===== src/rtl/mem_pkg.sv =====
// mem_pkg: shared constants, FSM state type and byte-enable helper
// for the memory-access stage and its load-alignment sub-module.
package mem_pkg;

    localparam int BE_W = 4;

    localparam logic [2:0] F3_B  = 3'b000;
    localparam logic [2:0] F3_H  = 3'b001;
    localparam logic [2:0] F3_W  = 3'b010;
    localparam logic [2:0] F3_BU = 3'b100;
    localparam logic [2:0] F3_HU = 3'b101;

    typedef enum logic {
        ST_IDLE,
        ST_BUS
    } state_t;

    // Byte enables for an access of size f3[1:0] at byte offset off.
    function automatic logic [BE_W-1:0] be_of(
        input logic [2:0] f3,
        input logic [1:0] off
    );
        logic [BE_W-1:0] be;
        case (f3[1:0])
            2'b00:   be = 4'b0001 << off;
            2'b01:   be = off[1] ? 4'b1100 : 4'b0011;
            default: be = 4'b1111;
        endcase
        return be;
    endfunction

endpackage


===== src/rtl/mem_load_align.sv =====
// mem_load_align: picks the byte/half/word at the given offset from a
// read word and sign- or zero-extends it (funct3[2] = 1 zero-extends).
module mem_load_align
    import mem_pkg::*;
#(
    parameter int XLEN = 32
) (
    input  logic [XLEN-1:0] rdata,
    input  logic [1:0]      off,
    input  logic [2:0]      funct3,
    output logic [XLEN-1:0] result
);

    logic [7:0]  byte_sel;
    logic [15:0] half_sel;

    // Lane select followed by extension by access size.
    always_comb begin
        byte_sel = rdata[7:0];
        half_sel = off[1] ? rdata[31:16] : rdata[15:0];
        case (off)
            2'd0:    byte_sel = rdata[7:0];
            2'd1:    byte_sel = rdata[15:8];
            2'd2:    byte_sel = rdata[23:16];
            default: byte_sel = rdata[31:24];
        endcase
        case (funct3[1:0])
            2'b00: result = funct3[2]
                ? {{(XLEN-8){1'b0}}, byte_sel}
                : {{(XLEN-8){byte_sel[7]}}, byte_sel};
            2'b01: result = funct3[2]
                ? {{(XLEN-16){1'b0}}, half_sel}
                : {{(XLEN-16){half_sel[15]}}, half_sel};
            default: result = rdata;
        endcase
    end

endmodule


===== src/rtl/mem_lsu.sv =====
// mem_lsu: EX->WB memory stage; pass-through in one cycle, loads/stores
// over a req/ack bus. Optional MEM_MISALIGN_TRAP_EN traps misaligned use.
module mem_lsu
    import mem_pkg::*;
#(
    parameter int XLEN    = 32,
    parameter int ADDR_W  = 32,
    parameter int RADDR_W = 5
) (
    input  logic               clk,
    input  logic               arst,
    input  logic               in_valid_i,
    output logic               in_ready_o,
    output logic               stall_o,
    input  logic               is_load_i,
    input  logic               is_store_i,
    input  logic [2:0]         funct3_i,
    input  logic [ADDR_W-1:0]  addr_i,
    input  logic [XLEN-1:0]    sdata_i,
    input  logic               reg_wena_i,
    input  logic [RADDR_W-1:0] reg_waddr_i,
    input  logic [XLEN-1:0]    reg_wdata_i,
    output logic               dmem_req_o,
    output logic               dmem_we_o,
    output logic [ADDR_W-1:0]  dmem_addr_o,
    output logic [BE_W-1:0]    dmem_be_o,
    output logic [XLEN-1:0]    dmem_wdata_o,
    input  logic               dmem_ack_i,
    input  logic [XLEN-1:0]    dmem_rdata_i,
    output logic               wb_valid_o,
    output logic               wb_wena_o,
    output logic [RADDR_W-1:0] wb_waddr_o,
    output logic [XLEN-1:0]    wb_wdata_o,
    output logic               misalign_o
);

    state_t             state;
    logic [1:0]         ld_off;
    logic [2:0]         ld_f3;
    logic               ld_wena;
    logic [RADDR_W-1:0] ld_waddr;
    logic               mis_q;
    logic [XLEN-1:0]    ld_data;
    logic               is_mem;
    logic               trap_hit;
    logic [1:0]         eff_off;
    logic [XLEN-1:0]    lane_data;

    assign in_ready_o = (state == ST_IDLE);
    assign stall_o    = ~in_ready_o;
    assign misalign_o = mis_q;
    // Both type bits high is illegal and falls back to pass-through.
    assign is_mem     = is_load_i ^ is_store_i;

`ifdef MEM_MISALIGN_TRAP_EN
    assign trap_hit = (funct3_i[1:0] == 2'b01 && addr_i[0])
                   || (funct3_i[1] && addr_i[1:0] != 2'b00);
`else
    assign trap_hit = 1'b0;
`endif

    // Offset with the offending low bits cleared for halves and words.
    always_comb begin
        case (funct3_i[1:0])
            2'b00: begin
                eff_off   = addr_i[1:0];
                lane_data = {4{sdata_i[7:0]}};
            end
            2'b01: begin
                eff_off   = {addr_i[1], 1'b0};
                lane_data = {2{sdata_i[15:0]}};
            end
            default: begin
                eff_off   = 2'b00;
                lane_data = sdata_i;
            end
        endcase
    end

    mem_load_align #(
        .XLEN(XLEN)
    ) u_align (
        .rdata  (dmem_rdata_i),
        .off    (ld_off),
        .funct3 (ld_f3),
        .result (ld_data)
    );

    // Stage FSM; bus outputs and writeback record are all registered.
    always_ff @(posedge clk or posedge arst) begin
        if (arst) begin
            state        <= ST_IDLE;
            dmem_req_o   <= 1'b0;
            dmem_we_o    <= 1'b0;
            dmem_addr_o  <= '0;
            dmem_be_o    <= '0;
            dmem_wdata_o <= '0;
            ld_off       <= '0;
            ld_f3        <= '0;
            ld_wena      <= 1'b0;
            ld_waddr     <= '0;
            wb_valid_o   <= 1'b0;
            wb_wena_o    <= 1'b0;
            wb_waddr_o   <= '0;
            wb_wdata_o   <= '0;
            mis_q        <= 1'b0;
        end else begin
            wb_valid_o <= 1'b0;
            mis_q      <= 1'b0;
            case (state)
                ST_IDLE: begin
                    if (in_valid_i) begin
                        if (!is_mem) begin
                            wb_valid_o <= 1'b1;
                            wb_wena_o  <= reg_wena_i;
                            wb_waddr_o <= reg_waddr_i;
                            wb_wdata_o <= reg_wdata_i;
                        end else if (trap_hit) begin
                            wb_valid_o <= 1'b1;
                            wb_wena_o  <= 1'b0;
                            wb_waddr_o <= reg_waddr_i;
                            wb_wdata_o <= '0;
                            mis_q      <= 1'b1;
                        end else begin
                            dmem_req_o   <= 1'b1;
                            dmem_we_o    <= is_store_i;
                            dmem_addr_o  <= {addr_i[ADDR_W-1:2], 2'b00};
                            dmem_be_o    <= be_of(funct3_i, eff_off);
                            dmem_wdata_o <= lane_data;
                            ld_off       <= eff_off;
                            ld_f3        <= funct3_i;
                            ld_wena      <= is_load_i & reg_wena_i
                                          & (|reg_waddr_i);
                            ld_waddr     <= reg_waddr_i;
                            state        <= ST_BUS;
                        end
                    end
                end
                ST_BUS: begin
                    if (dmem_ack_i) begin
                        dmem_req_o <= 1'b0;
                        wb_valid_o <= 1'b1;
                        wb_wena_o  <= ld_wena;
                        wb_waddr_o <= ld_waddr;
                        wb_wdata_o <= dmem_we_o ? '0 : ld_data;
                        state      <= ST_IDLE;
                    end
                end
                default: state <= ST_IDLE;
            endcase
        end
    end

endmodule


===== config.mk =====
export PLATFORM = sky130hd
export DESIGN_NAME = mem_lsu
export DESIGN_NICKNAME = d
export VERILOG_FILES = /design/src/rtl/mem_pkg.sv /design/src/rtl/mem_load_align.sv /design/src/rtl/mem_lsu.sv
export SDC_FILE = /design/constraint.sdc
export NUM_CORES = 1
export LEC_CHECK = 0
export BUFFER_PORTS_ARGS = -buffer_cell sky130_fd_sc_hd__buf_4
export CORE_MARGIN = 5
export CORE_UTILIZATION = 40
export CTS_CLUSTER_SIZE = 10
export DETAILED_ROUTE_END_ITERATION = 6
export PLACE_DENSITY_LB_ADDON = 0.08
export SLEW_MARGIN = 15
export SYNTH_ARGS = -nofsm -noshare
export SYNTH_HDL_FRONTEND = slang
export SYNTH_SLANG_ARGS = --single-unit

===== constraint.sdc =====
create_clock -name clk -period 5.06 [get_ports clk]
set_clock_uncertainty 0.2 [all_clocks]
set_input_delay 1.012 -clock clk [delete_from_list [all_inputs] [get_ports clk]]
set_output_delay 1.012 -clock clk [all_outputs]
set_load 0.01 [all_outputs]

==> metrics.yaml <==
clock_network:
  clk_pin_slew_ns: 0.05
  h-tree-depth: 4
  clk_latency_ns: 0.41
  cts_tree: "built"
  cts.repair.resized: 0
  cts_root_buffer: "clkbuf_16"
  post_cts_buffers: 0
  cts_sinks: 119
  cts_max_path_buffers: 2
  cts_made_buffers: 17
  cts_hold_buf: 0
power_and_ir_drop:
  power_density_nw_per_um2: 469
  power_switching_mw: 1.26
  pwr-share-seq_pct: 36.1
  fin_total_pwr_mw: 3.90
  power.internal_mw: 2.64
  clkPwrFrac_pct: 31.3
  netSwitchingFraction_pct: 32.3
  ir_worst_vdd_uv: 241
  p_leak_nw: 4.17
  combPwrFrac_pct: 32.6
grt:
  antenna_found_initial: 0
  overflow: 0
  grt_pass1_wl_mm: 28.7
  grt_pass1_vias: 5456
  grt_max_degree: 101
  grt_usage_pct: 21.8
drt:
  via_per_inst: 5.26
  drt_iter0_markers: 360
  drcViolationCount: 0
  wire_per_inst_um: 17.6
  dr.pass1.iters: 5
  wl_mm: 18.8
  ant_nets: 0
  dr_total_vias: 5602
critical_path:
  worstPathRequired_ns: 3.85
  arrival_ns: 1.74
  startpoint: "stall_o"
  rrSetupSlack_ns: 2.40
  crit_fanout: 35
  cp-endpoint: "in_ready_o"
  rr_worst_depth: 6
  critical_path_class: "reg2out"
  worst_setup_path_start_kind: "flop"
  reg2reg_to: "wb_wdata_o[8]"
  r2r_start: "stall_o"
  end_kind: "output port"
cells_and_area:
  synthToLayoutAreaGrowth_pct: 44.7
  post_route_cells_drive_above_1_share_pct: 34.0
  layout_commonest_cell: "buf_4"
  final_util_pct: 59.5
  register_area_sq_um: 2980
  fill_cells: 1278
  nNetsFinal: 1018
  multi_input_area_sq_um: 2550
  num_antenna_cells: 0
  final_cells: 1066
  layout_common_cells: "buf_4, nand2_1, dfrtp_1"
die:
  core-area_sq_um: 14000
  die_h_um: 130
  die-width_um: 130
  die-area_sq_um: 16900
  start_util_pct: 41.1
  io_pins: 255
  rows: 43
yosys:
  syn_inst: 645
  synth_area_leaders: "dfrtp_1, nand2_1, mux2i_1, a21oi_1, o21ai_0"
  syn-mean-instance-area_sq_um: 8.91
  synth_top_area_share_pct: 51.8
  yosys.area.top_type: "dfrtp_1"
  synth_cell_type_count: 44
  synth-seq-cells: 119
  yosysSeqAreaShare_pct: 51.8
  synth_area_sq_um: 5750
  yosys_warnings: 0
timing:
  min_period_over_period_pct: 58.4
  setup_ws_ns: 2.11
  worst_pin_slew_ns: 1.11
  rsz0062_at_grt: "no"
  setup_viol: 0
  fin_tns_setup_ns: 0
  hold_viol: 0
  finalMaxSlewViolations: 0
  layout_min_cycle_time_ns: 2.95
  max_freq_mhz: 339
  slew_headroom_pct: 25.6
place:
  gp_congestion: 0.855
  dp_cells: 1035
  io_buffer_count: 251
  post-place-ws_ns: 1.90
  dp_hpwl_mm: 13.7
run_status:
  status: "finished clean"
worst_hold_path:
  holdCritPathClass: "reg2reg"
  min_path_cells: 2
job:
  maxCapViolCount: 0
registers in the layout (all words and copies together), names as in the netlist:
signal	cells
ld_wena	1
ld_off	2
dmem_be_o	4
stall_o	1
dmem_req_o	1
wb_wena_o	1
dmem_addr_o	30
ld_waddr	5
wb_valid_o	1
wb_waddr_o	5
wb_wdata_o	32
dmem_wdata_o	32
ld_f3	3
dmem_we_o	1
metrics by stage:
| step | hold WS [ns] | instance area, sq um |
|---|---|---|
| after detailed placement | 0.262 | 7700 |
| after global routing | 0.289 | 8320 |
| final | 0.271 | 8320 |
| after global placement | 0.260 | 7700 |
| after CTS | 0.276 | 8290 |
| after floorplan | 0.245 | 5760 |
cell families after synthesis:
family / synth area share (%)
compound gates: 16.1
xor+xnor: 0.435
buf+inv: 4.27
flops: 51.8
mux: 6.79
other cells: 0.0652
simple gates: 20.5
Yosys cell counts, drive strengths merged:
library cell / instances
a21o: 1
xnor2: 1
nand4: 6
and2b: 1
a21boi: 7
o221ai: 1
inv: 8
o211ai: 1
nor3: 8
a32o: 1
o21bai: 1
nand2: 190
or3b: 1
a221oi: 3
conb: 1
o311ai: 7
o31ai: 6
xor2: 1
a31oi: 3
nor2: 45
or4: 1
dfrtp: 119
o21ai: 36
nand2b: 2
nor2b: 9
or3: 7
mux2i: 39
or4b: 1
a311oi: 6
clkbuf: 22
a21oi: 51
buf: 25
nand3: 12
o22ai: 19
a22o: 2
o2111ai: 1
worst min-delay path by stage:
stage               startpoint               to  slack (ns)
2_1_floorplan      ld_waddr[0]      ld_waddr[0]        0.25
3_3_place_gp       ld_waddr[2]      ld_waddr[2]        0.26
3_5_place_dp       ld_waddr[3]      ld_waddr[3]        0.26
4_1_cts            ld_waddr[3]      ld_waddr[3]        0.28
5_1_grt        dmem_addr_o[10]  dmem_addr_o[10]        0.29
6_report           ld_waddr[1]      ld_waddr[1]        0.27
layer usage:
layer / track usage, % / wire (um) / vias up
met5: 0 / 0 / -
met4: 8.31 / 501 / 0
met3: 7.04 / 1800 / 31
met2: 35.0 / 9020 / 261
met1: 27.4 / 7420 / 2647
li1: - / - / 2663
power by group through the flow:
stage	registers [mW]	logic [mW]	clock network, mW
finish	1.41	1.27	1.22
global route	1.44	1.39	1.28
CTS	1.41	1.28	1.24
detailed placement	1.42	1.28	0
global placement	1.41	1.25	0
floorplan	1.50	0.531	0
critical path, stage by stage (launching register included):
cell     delay, ns
dfrtp_1       0.54
inv_2         0.54
buf_4         0.23
area by class of cell:
class                      instances  area share (%)
inverter                           8           0.391
sequential                       119            35.8
multi-input combinational        473            30.6
tap                              180            2.71
clock inverter                     9            1.50
clock buffer                      21            5.65
timing repair buffer             256            23.3
Note: power is estimated with default switching activity, not from simulation.
